File: src/rtl/reg_file_sp.sv
// reg_file_sp: four-entry register file (R3 = SP) with D/E operand registers.
// Optional macro REGFILE_BYPASS_EN: forward same-cycle write-back to reads.
module reg_file_sp #(
    parameter int                 DATA_W   = 8,
    parameter logic [DATA_W-1:0]  SP_RESET = {DATA_W{1'b1}}
) (
    input  logic              clk,
    input  logic              rst_n,
    input  logic              sd1,
    input  logic              sd2,
    input  logic              sd3,
    input  logic [1:0]        ra_addr,
    input  logic [1:0]        rb_addr,
    input  logic [DATA_W-1:0] imm,
    input  logic [DATA_W-1:0] pc_plus1,
    input  logic [1:0]        sp_op,
    input  logic              stall,
    input  logic              wb_en,
    input  logic [1:0]        wb_addr,
    input  logic [DATA_W-1:0] wb_data,
    output logic [DATA_W-1:0] rd_a,
    output logic [DATA_W-1:0] rd_b,
    output logic [1:0]        wr_addr_q,
    output logic [DATA_W-1:0] sp_addr,
    output logic              stack_err
);

    localparam logic [DATA_W-1:0] ONE = {{(DATA_W-1){1'b0}}, 1'b1};

    logic [DATA_W-1:0] regs_q [4];
    logic [DATA_W-1:0] regs_d [4];
    logic [DATA_W-1:0] rd_a_q, rd_a_d;
    logic [DATA_W-1:0] rd_b_q, rd_b_d;
    logic [1:0]        wr_addr_d;
    logic [DATA_W-1:0] sp_addr_q, sp_addr_d;
    logic              err_q, err_d;

    logic [DATA_W-1:0] sp;
    logic              sp_push, sp_pop, sp_eff, wb_drop;
    logic              byp_a, byp_b;
    logic [DATA_W-1:0] val_a, val_b;

    // Operand selection, SP arithmetic and register-array next state
    always_comb begin
        sp      = regs_q[3];
        sp_push = (sp_op == 2'b01);
        sp_pop  = (sp_op == 2'b10);
        sp_eff  = !stall && (sp_push || sp_pop);
        // SP update owns R3 this cycle; the write-back is lost
        wb_drop = wb_en && (wb_addr == 2'd3) && sp_eff;

`ifdef REGFILE_BYPASS_EN
        byp_a = wb_en && !wb_drop && (wb_addr == ra_addr);
        byp_b = wb_en && !wb_drop && (wb_addr == rb_addr);
`else
        byp_a = 1'b0;
        byp_b = 1'b0;
`endif

        val_a = byp_a ? wb_data : regs_q[ra_addr];
        val_b = byp_b ? wb_data : regs_q[rb_addr];

        rd_a_d    = rd_a_q;
        rd_b_d    = rd_b_q;
        wr_addr_d = wr_addr_q;
        sp_addr_d = sp_addr_q;
        if (!stall) begin
            rd_a_d    = sd2 ? val_a : imm;
            rd_b_d    = sd3 ? pc_plus1 : val_b;
            wr_addr_d = sd1 ? 2'd3 : ra_addr;
            sp_addr_d = sp_pop ? sp + ONE : sp;
        end

        for (int i = 0; i < 4; i++) begin
            regs_d[i] = regs_q[i];
        end
        if (wb_en && !wb_drop) begin
            regs_d[wb_addr] = wb_data;
        end
        if (sp_eff) begin
            regs_d[3] = sp_push ? sp - ONE : sp + ONE;
        end

        err_d = err_q;
        if (sp_eff && sp_push && (sp == '0)) begin
            err_d = 1'b1;
        end
        if (sp_eff && sp_pop && (sp == '1)) begin
            err_d = 1'b1;
        end
    end

    // State registers with asynchronous reset to the empty-stack state
    always_ff @(posedge clk or negedge rst_n) begin
        if (!rst_n) begin
            regs_q[0] <= '0;
            regs_q[1] <= '0;
            regs_q[2] <= '0;
            regs_q[3] <= SP_RESET;
            rd_a_q    <= '0;
            rd_b_q    <= '0;
            wr_addr_q <= 2'd0;
            sp_addr_q <= '0;
            err_q     <= 1'b0;
        end else begin
            for (int i = 0; i < 4; i++) begin
                regs_q[i] <= regs_d[i];
            end
            rd_a_q    <= rd_a_d;
            rd_b_q    <= rd_b_d;
            wr_addr_q <= wr_addr_d;
            sp_addr_q <= sp_addr_d;
            err_q     <= err_d;
        end
    end

    assign rd_a      = rd_a_q;
    assign rd_b      = rd_b_q;
    assign sp_addr   = sp_addr_q;
    assign stack_err = err_q;

endmodule

File: config.mk
export PLATFORM = sky130hd
export DESIGN_NAME = reg_file_sp
export DESIGN_NICKNAME = d
export VERILOG_FILES = /design/src/rtl/reg_file_sp.sv
export SDC_FILE = /design/constraint.sdc
export NUM_CORES = 1
export LEC_CHECK = 0
export ABC_AREA = 1
export CORE_ASPECT_RATIO = 0.8
export CORE_MARGIN = 2
export CORE_UTILIZATION = 56
export CTS_CLUSTER_SIZE = 16
export DETAILED_ROUTE_END_ITERATION = 10
export PLACE_DENSITY = 0.95
export REMOVE_ABC_BUFFERS = 1
export SLEW_MARGIN = 30
export SYNTH_ARGS = -nofsm -noshare
export SYNTH_HDL_FRONTEND = slang
export SYNTH_SLANG_ARGS = --single-unit
File: constraint.sdc
create_clock -name clk -period 3.97 [get_ports clk]
set_input_delay 1.191 -clock clk [delete_from_list [all_inputs] [get_ports clk]]
set_output_delay 1.191 -clock clk [all_outputs]
set_load 0.01 [all_outputs]
==> flow_metrics.tcl <==
set metrics [dict create \
    dr_wl_met3_um 1020 \
    power_density_nw_per_um2 455 \
    pwr-share-comb_pct 27.6 \
    cts_resized 0 \
    yosysTopAreaCell "dfrtp_1" \
    wl_met1_um 3890 \
    grt_max_degree 34 \
    io_pins 66 \
    power_w 0.00191 \
    vias 3530 \
    die_w_um 90.3 \
    final_max_slew_viol_count 0 \
    fp-row-count 25 \
    cp.required_ns 4.20 \
    fillCellCount 458 \
    critical_path_class "in -> reg" \
    cts_hold_buf 0 \
    post-dp-hpwl_um 6860 \
    synth_warnings 0 \
    cp-start-kind "primary input" \
    endpoint_kind "flip-flop" \
    tns_ns 0 \
    ys_ff_latch 59 \
    finalSetupViolCount 0 \
    cp_max_fo 32 \
    grt_usage_pct 30.7 \
    htree_levels 3 \
    routed_via_density 5.97 \
    antenna_found_initial 0 \
    cts.sinks 59 \
    place.gp.congestion 0.965 \
    routedWlPerCell_um 16.3 \
    fin_crit_ns 2.74 \
    switching_share_pct 33.5 \
    num_antenna_cells 0 \
    cts_tree "done" \
    cts_setup_buffers 0 \
    syn_area_per_cell_um2 7.45 \
    clockPowerShare_pct 28.6 \
    final_nets 549 \
    cts_root_buf "clkbuf_8" \
    synth.distinct_cells 29 \
    min_path_type "reg -> reg" \
    synth_top_area_share_pct 38.2 \
    p_leak_nw 1.85 \
    drc 0 \
    dr.pass1.iters 6 \
    intPower_w 0.00127 \
    die_area_um2 6600 \
    cts_buffers 9 \
    outcome "completed" \
    clock_skew_ns 0.00638 \
    p_switching_w 0.000638 \
    cp_data_arrival_time_ns 2.97 \
    ir_drop_mv 0.286 \
    worstSkewPairLatency_ns 0.34 \
    ctsLongestPathBuffers 2 \
    synthTopCellsByArea "dfrtp_1, o21ai_0, nand2_1, a21oi_1, nor2_1" \
    rsz0062_at_grt "no" \
    grt_pass1_wl_um 16000 \
    path_clk_slew_ns 0.07 \
    power_frac_seq_pct 43.8 \
    maxCapViolCount 0 \
    fin_crit_sh_pct 69.0 \
    wl_met2_um 4450 \
    syn_to_final_growth_pct 25.6 \
    top_layer "met4" \
    overflow 0 \
    hold_viol_final 0 \
    fmax_mhz 365 \
    yosysSeqAreaShare_pct 44.5 \
    numPortBuffers 65 \
    fp.coreArea_um2 5820 \
    start_util_pct 57.4 \
    ant_nets 0 \
    synth_area_um2 3340 \
    drt_iter0_markers 374 \
    worstMarginPinSlew_ns 0.820 \
    synthCells 448 \
    totalWireLength_um 9610 \
    die_h_um 73.0 \
    drive_gt1_share_pct 7.45 \
    grt_pass1_vias 3290 \
    slew_headroom_pct 45.3 \
]
-- cell families after synthesis --
kind of cell	synth area share (%)
and+or+nand+nor	21.9
adders and majority gates	1.87
xor gates and xnor gates	0.788
AOI/OAI and AO/OA	23.2
DFF	44.5
buffers and inverters	7.65
-- metal layers --
layer	global-route usage [%]	up-vias
li1	-	1615
met1	40.7	1637
met3	6.71	42
met5	0	-
met4	10.8	0
met2	50.7	236
-- registers in the layout, indices dropped and copies added (netlist names) --
register and count:
rd_b 8, stack_err 1, sp 8, rd_a 8, wr_addr_q 2, regs_q 24, sp_addr 8
-- synthesized netlist by cell type, drive strengths merged --
cell and instances:
clkbuf 10, o21ai 75, o211ai 1, o22ai 16
dfrtp 51, nor2 63, o22a 1, nand2 84
o21bai 1, dfstp 8, a41oi 1, ha 5
inv 35, xnor2 3, a21oi 49, nor3 1
nand3 28, buf 13, a22oi 3
-- worst max-delay path, stage by stage --
cell and delay (ns):
clkdlybuf4s50_1 0.39, buf_4 0.24, inv_1 0.65, o21ai_0 0.24
o22a_1 0.23
-- power groups by stage --
stage | Clock [W] | Combinational (W) | Sequential (W)
after floorplan | 0 | 0.000270 | 0.000822
after global placement | 0 | 0.000496 | 0.000835
after detailed placement | 0 | 0.000518 | 0.000837
after CTS | 0.000552 | 0.000521 | 0.000828
after global routing | 0.000579 | 0.000584 | 0.000845
final | 0.000544 | 0.000526 | 0.000835
-- final timing paths --
check,start,endpoint,slack (ns),depth (start not counted)
min in group asynchronous,rst_n,sp_addr[3],0.93,1
setup / recovery,stall,sp_addr[5],1.23,5
max in group asynchronous,rst_n,regs_q[23],2.32,2
setup reg to reg,sp[0],sp[4],2.27,7
hold reg to reg,stack_err,stack_err,0.48,1
hold / removal,stack_err,stack_err,0.48,1
-- final cells by class --
cell class / instances / area [µm²] / area share [%]
tap: 81 / 101 / 2.42
inverter: 35 / 131 / 3.13
sequential: 59 / 1490 / 35.5
timing repair buffer: 69 / 676 / 16.1
clock inverter: 1 / 5.00 / 0.119
clock buffer: 15 / 196 / 4.69
multi-input combinational: 331 / 1600 / 38.1
-- placed cells by master, fill, tap and decap left out, drive strengths merged --
| cell | count |
|---|---|
| o22a | 1 |
| nor3 | 1 |
| ha | 5 |
| clkbuf | 15 |
| a41oi | 1 |
| inv | 35 |
| a22oi | 3 |
| xnor2 | 3 |
| clkinv | 1 |
| o21ai | 75 |
| a21oi | 49 |
| o211ai | 1 |
| dfrtp | 51 |
| nand2 | 84 |
| buf | 5 |
| o21bai | 1 |
| nand3 | 28 |
| nor2 | 63 |
| o22ai | 16 |
| clkdlybuf4s50 | 64 |
| dfstp | 8 |
-- metrics by stage --
| step | utilization, % | hold slack [ns] | instances | area, µm² | worst slack [ns] |
|---|---|---|---|---|---|
| floorplan | - | 0.464 | 425 | 3210 | 1.75 |
| global placement | 68.6 | 0.462 | 575 | 3990 | 1.09 |
| detailed placement | 68.6 | 0.461 | 575 | 3990 | 0.920 |
| CTS | 72.0 | 0.487 | 591 | 4190 | 1.27 |
| global route | 72.0 | 0.504 | 591 | 4190 | 1.14 |
| finish | 72.0 | 0.483 | 591 | 4190 | 1.23 |
Power figures use the tool's default switching activity.
==> patch 1: new RTL, same settings <==
Reset style: synchronous (`rst_n`), changed in one clocked block. Comments in the files are not updated.
--- a/src/rtl/reg_file_sp.sv
+++ b/src/rtl/reg_file_sp.sv
@@ -91,7 +91,7 @@
     end
 
     // State registers with asynchronous reset to the empty-stack state
-    always_ff @(posedge clk or negedge rst_n) begin
+    always_ff @(posedge clk) begin
         if (!rst_n) begin
             regs_q[0] <= '0;
             regs_q[1] <= '0;
Check against the original RTL: differs if rst_n is asserted again (counterexample within 4 cycles, from zero or initial values and one cycle with rst_n low); with rst_n held inactive, the same outputs for 4 cycles.
==> patch 1 against the original RTL <==
  * Sequential cell count unchanged
  * Register-to-register slack improved by 130 ps
  * Synthesized area increased by 1.0%
  * Routed wire length increased by 0.84%
  * Final area decreased by 0.15%
  * Total power decreased by 12%
  * Non-clock buffer count decreased by 3
  * Clock skew increased by 2.1 ps
  * Clock power increased by 16%
  * Worst setup slack improved by 52 ps
  * Sequential share of layout area decreased by 7.2 points
  * Combinational power decreased by 30%
  * Utilization decreased by 0.49 points
==> patch 1: results <==
# TYPE chip_impl_metric gauge
chip_impl_metric{name="grt_start_max_net_pins",unit=""} 51
chip_impl_metric{name="gpl.final_weighted_congestion",unit=""} 0.945
chip_impl_metric{name="finish.cell_count_without_fillers",unit=""} 655
chip_impl_metric{name="syn-instance-count",unit=""} 523
chip_impl_metric{name="drtIter0Drc",unit=""} 445
chip_impl_info{name="cp_slowest_cell",value="sky130_fd_sc_hd__clkdlybuf4s50_1"} 1
chip_impl_metric{name="ys_async_sr_fraction",unit="%"} 0
chip_impl_metric{name="total_leakage_power",unit="nW"} 1.86
chip_impl_metric{name="post-place-ws",unit="ps"} 719
chip_impl_metric{name="dp_cells",unit=""} 639
chip_impl_metric{name="first_global_vias",unit=""} 3282
chip_impl_metric{name="synth.distinct_cells",unit=""} 33
chip_impl_metric{name="vias",unit=""} 3790
chip_impl_info{name="synth.top_cells.by_area",value="sky130_fd_sc_hd__dfxtp_1 (35%), sky130_fd_sc_hd__nand2_1 (11%), sky130_fd_sc_hd__o21ai_0 (11%), sky130_fd_sc_hd__a21oi_1 (11%), sky130_fd_sc_hd__nand3_1 (8.0%)"} 1
chip_impl_metric{name="worstPathArrival",unit="ps"} 2980
chip_impl_metric{name="synth_sequential_area_ratio",unit="%"} 35.0
chip_impl_metric{name="groute.usage.overall",unit="%"} 29.8
chip_impl_metric{name="largest_register_ff_count",unit=""} 32
chip_impl_info{name="outcome",value="completed"} 1
chip_impl_metric{name="grt_first_pass_wirelength",unit="mm"} 15.6
chip_impl_metric{name="final_net_count",unit=""} 613
chip_impl_metric{name="worst_path_largest_cell_delay",unit="ps"} 910
chip_impl_metric{name="proportion_of_layout_cells_with_a_drive_suffix_above_1",unit="%"} 6.10
chip_impl_metric{name="irDropWorstVdd",unit="V"} 0.000266
chip_impl_metric{name="dp_hpwl",unit="mm"} 6.71
chip_impl_metric{name="critical_path_peak_fanout",unit=""} 17
chip_impl_metric{name="clock_insertion_delay_worst_skew",unit="ps"} 360
==> patch 1: cell count changes after synthesis, sizes merged, moves of 3 or more <==
| cell | unedited run | this run |
|---|---|---|
| a31oi | 0 | 3 |
| dfxtp | 0 | 59 |
| inv | 35 | 68 |
| a22oi | 3 | 0 |
| o22ai | 16 | 0 |
| dfrtp | 51 | 0 |
| nand3 | 28 | 54 |
| o21ai | 75 | 83 |
| dfstp | 8 | 0 |
| nor2 | 63 | 27 |
| buf | 13 | 21 |
| a21oi | 49 | 71 |
| nand2 | 84 | 104 |
| nor3 | 1 | 6 |
==> patch 1: critical path, delay by kind of cell <==
| family | cells | cell delay (ps) |
|---|---|---|
| compound gates | 2 | 220 |
| buf+inv | 2 | 1200 |
| simple gates | 3 | 360 |
==> patch 1: through the flow <==
stage	power [mW]	cell area [sq um]
final	1.67	4190
after global routing	1.74	4190
after CTS	1.66	4190
after detailed placement	1.04	3970
after global placement	1.03	3970
after floorplan	0.880	3210
==> patch 1: routing by layer <==
metal  vias to the layer above  track usage [%]  share of wire, %
met3                        30             8.31                10
met4                         0             10.3               2.0
li1                       1819                -                 -
met2                       235             47.7                45
met1                      1706             39.3                43
met5                         -                0                 0
==> patch 1: final timing paths <==
| kind | start | endpoint | slack, ps | depth (start not counted) |
|---|---|---|---|---|
| hold / removal | regs_q[2][0]$_SDFFE_PN0P_ | regs_q[2][0]$_SDFFE_PN0P_ | 470 | 2 |
| hold reg to reg | regs_q[2][0]$_SDFFE_PN0P_ | regs_q[2][0]$_SDFFE_PN0P_ | 470 | 2 |
| setup reg to reg | regs_q[3][0]$_SDFFE_PN1P_ | sp_addr[1]$_SDFFE_PN0N_ | 2400 | 6 |
| setup / recovery | rb_addr[0] | rd_b[2]$_SDFFE_PN0N_ | 1280 | 7 |
==> patch 1: final cells by class <==
class	count	area, sq um
Multi-Input combinational cell	364	1760
Fill cell	460	1660
Clock buffer	9	124
Tap cell	81	101
Timing Repair Buffer	66	653
Inverter	69	262
Sequential cell	59	1180
Clock inverter	7	100
==> patch 1: kinds of logic (layout without fill, tap and decap cells) <==
logic type	count (synthesis)	after routing	share of synthesized area, %
adder cells (fa/ha/maj)	5	5	1.86
flip-flops	59	59	35.0
AO/OA/AOI/OAI	161	161	24.4
XOR/XNOR	2	2	0.520
buffers and inverters	100	151	12.6
AND/OR/NAND/NOR	196	196	25.6
==> patch 1: power by group <==
group          switching [mW]  internal [mW]
combinational           0.216          0.153
sequential             0.0376          0.636
clock                   0.271          0.357
total                   0.525           1.15
==> patch 2: new RTL, same flow settings <==
Made on the original files. Set the parameter `DATA_W` to 6 (it was 8).
--- a/src/rtl/reg_file_sp.sv
+++ b/src/rtl/reg_file_sp.sv
@@ -1,7 +1,7 @@
 // reg_file_sp: four-entry register file (R3 = SP) with D/E operand registers.
 // Optional macro REGFILE_BYPASS_EN: forward same-cycle write-back to reads.
 module reg_file_sp #(
-    parameter int                 DATA_W   = 8,
+    parameter int                 DATA_W   = 6,
     parameter logic [DATA_W-1:0]  SP_RESET = {DATA_W{1'b1}}
 ) (
     input  logic              clk,
Interface: changed (6 resized); port bits go from 66 to 54. No check against the original RTL was run, so the function may have changed too.
==> patch 2 against the original RTL <==
  * Routed wire length decreased by 34%
  * Critical endpoint is now sp[0]$_DFFE_PN1P_
  * Synthesized cell count decreased by 26%
  * Worst setup slack improved by 230 ps
  * Largest power group unchanged
  * Total power decreased by 26%
  * Sequential cell count decreased by 14
  * Highest routed layer unchanged
  * Synthesized area decreased by 23%
  * Final area decreased by 24%
==> patch 2: results <==
# TYPE chip_impl_metric gauge
chip_impl_metric{name="reg2reg_depth",unit=""} 5
chip_impl_metric{name="worst_path_largest_cell_delay",unit="ps"} 490
chip_impl_metric{name="groute.usage.overall",unit="%"} 26.2
chip_impl_metric{name="placed_cell_area",unit="sq um"} 3100
chip_impl_info{name="outcome",value="completed"} 1
chip_impl_metric{name="share_comb_of_total_power",unit="%"} 30.8
chip_impl_info{name="cell_types_with_the_highest_counts_after_synthesis",value="sky130_fd_sc_hd__nand2_1 (57), sky130_fd_sc_hd__o21ai_0 (46), sky130_fd_sc_hd__nor2_1 (44), sky130_fd_sc_hd__dfrtp_1 (39), sky130_fd_sc_hd__a21oi_1 (32)"} 1
chip_impl_metric{name="synth.distinct_cells",unit=""} 34
chip_impl_metric{name="largest_register_ff_count",unit=""} 18
chip_impl_metric{name="internal-power",unit="mW"} 0.892
chip_impl_metric{name="final_net_count",unit=""} 418
chip_impl_metric{name="slew-limit-headroom",unit="%"} 63.7
chip_impl_metric{name="proportion_of_layout_cells_with_a_drive_suffix_above_1",unit="%"} 9.45
chip_impl_metric{name="cts.htree.levels",unit=""} 2
chip_impl_metric{name="cts-buffers-inserted",unit=""} 5
chip_impl_metric{name="synthToLayoutAreaGrowth",unit="%"} 24.3
chip_impl_info{name="synth.top_cells.by_area",value="sky130_fd_sc_hd__dfrtp_1 (38%), sky130_fd_sc_hd__o21ai_0 (9.0%), sky130_fd_sc_hd__nand2_1 (8.3%), sky130_fd_sc_hd__nor2_1 (6.4%), sky130_fd_sc_hd__a21oi_1 (6.2%)"} 1
chip_impl_metric{name="final.min_clock_period",unit="ps"} 2520
chip_impl_metric{name="avgRoutedWirePerCell",unit="um"} 14.4
chip_impl_info{name="critical_path.reg2reg.endpoint",value="sp[1]$_DFFE_PN1P_"} 1
chip_impl_metric{name="power_clock",unit="mW"} 0.314
chip_impl_metric{name="synthAdderAreaFrac",unit="%"} 2.43
chip_impl_info{name="cp-startpoint",value="sp_op[0]"} 1
chip_impl_metric{name="fillers",unit=""} 362
chip_impl_metric{name="drtIter0Drc",unit=""} 320
-- patch 2: cell count changes after synthesis, moves of 12 or more --
cell / unedited run / this run
sky130_fd_sc_hd__nor2_1: 59 / 44
sky130_fd_sc_hd__nand2_1: 82 / 57
sky130_fd_sc_hd__nand3_1: 28 / 12
sky130_fd_sc_hd__dfrtp_1: 51 / 39
sky130_fd_sc_hd__o21ai_0: 73 / 46
sky130_fd_sc_hd__a21oi_1: 49 / 32
-- patch 2: cell type report --
type	count	share of cell area (%)
Tap cell	60	2.35
Sequential cell	45	35.5
Clock inverter	3	0.901
Clock buffer	5	2.15
Timing Repair Buffer	55	17.0
Inverter	29	3.41
Multi-Input combinational cell	244	38.7
-- patch 2: worst min path at each step --
stage	slack, ps	cells after the start	end	from
after floorplan	460	2	regs_q[11]$_DFFE_PN0P_	regs_q[11]$_DFFE_PN0P_
after global placement	470	2	wr_addr_q[0]$_DFFE_PN0N_	wr_addr_q[0]$_DFFE_PN0N_
after detailed placement	460	2	stack_err$_DFFE_PN0P_	stack_err$_DFFE_PN0P_
after CTS	490	2	stack_err$_DFFE_PN0P_	stack_err$_DFFE_PN0P_
after global routing	530	2	wr_addr_q[1]$_DFFE_PN0N_	wr_addr_q[1]$_DFFE_PN0N_
final	500	2	sp_addr[5]$_DFFE_PN0N_	sp_addr[5]$_DFFE_PN0N_
-- patch 2: logic make-up after synthesis --
logic type | after synthesis
AOI/OAI and AO/OA | 107
xor gates and xnor gates | 4
adders and majority gates | 5
buffers and inverters | 44
DFF | 45
and+or+nand+nor | 128
-- patch 2: layer usage --
layer / part of all wire, % / GRT usage, %
met5: 0 / 0
met4: 2.1 / 9.53
met3: 11 / 6.41
met2: 45 / 39.6
met1: 42 / 36.8
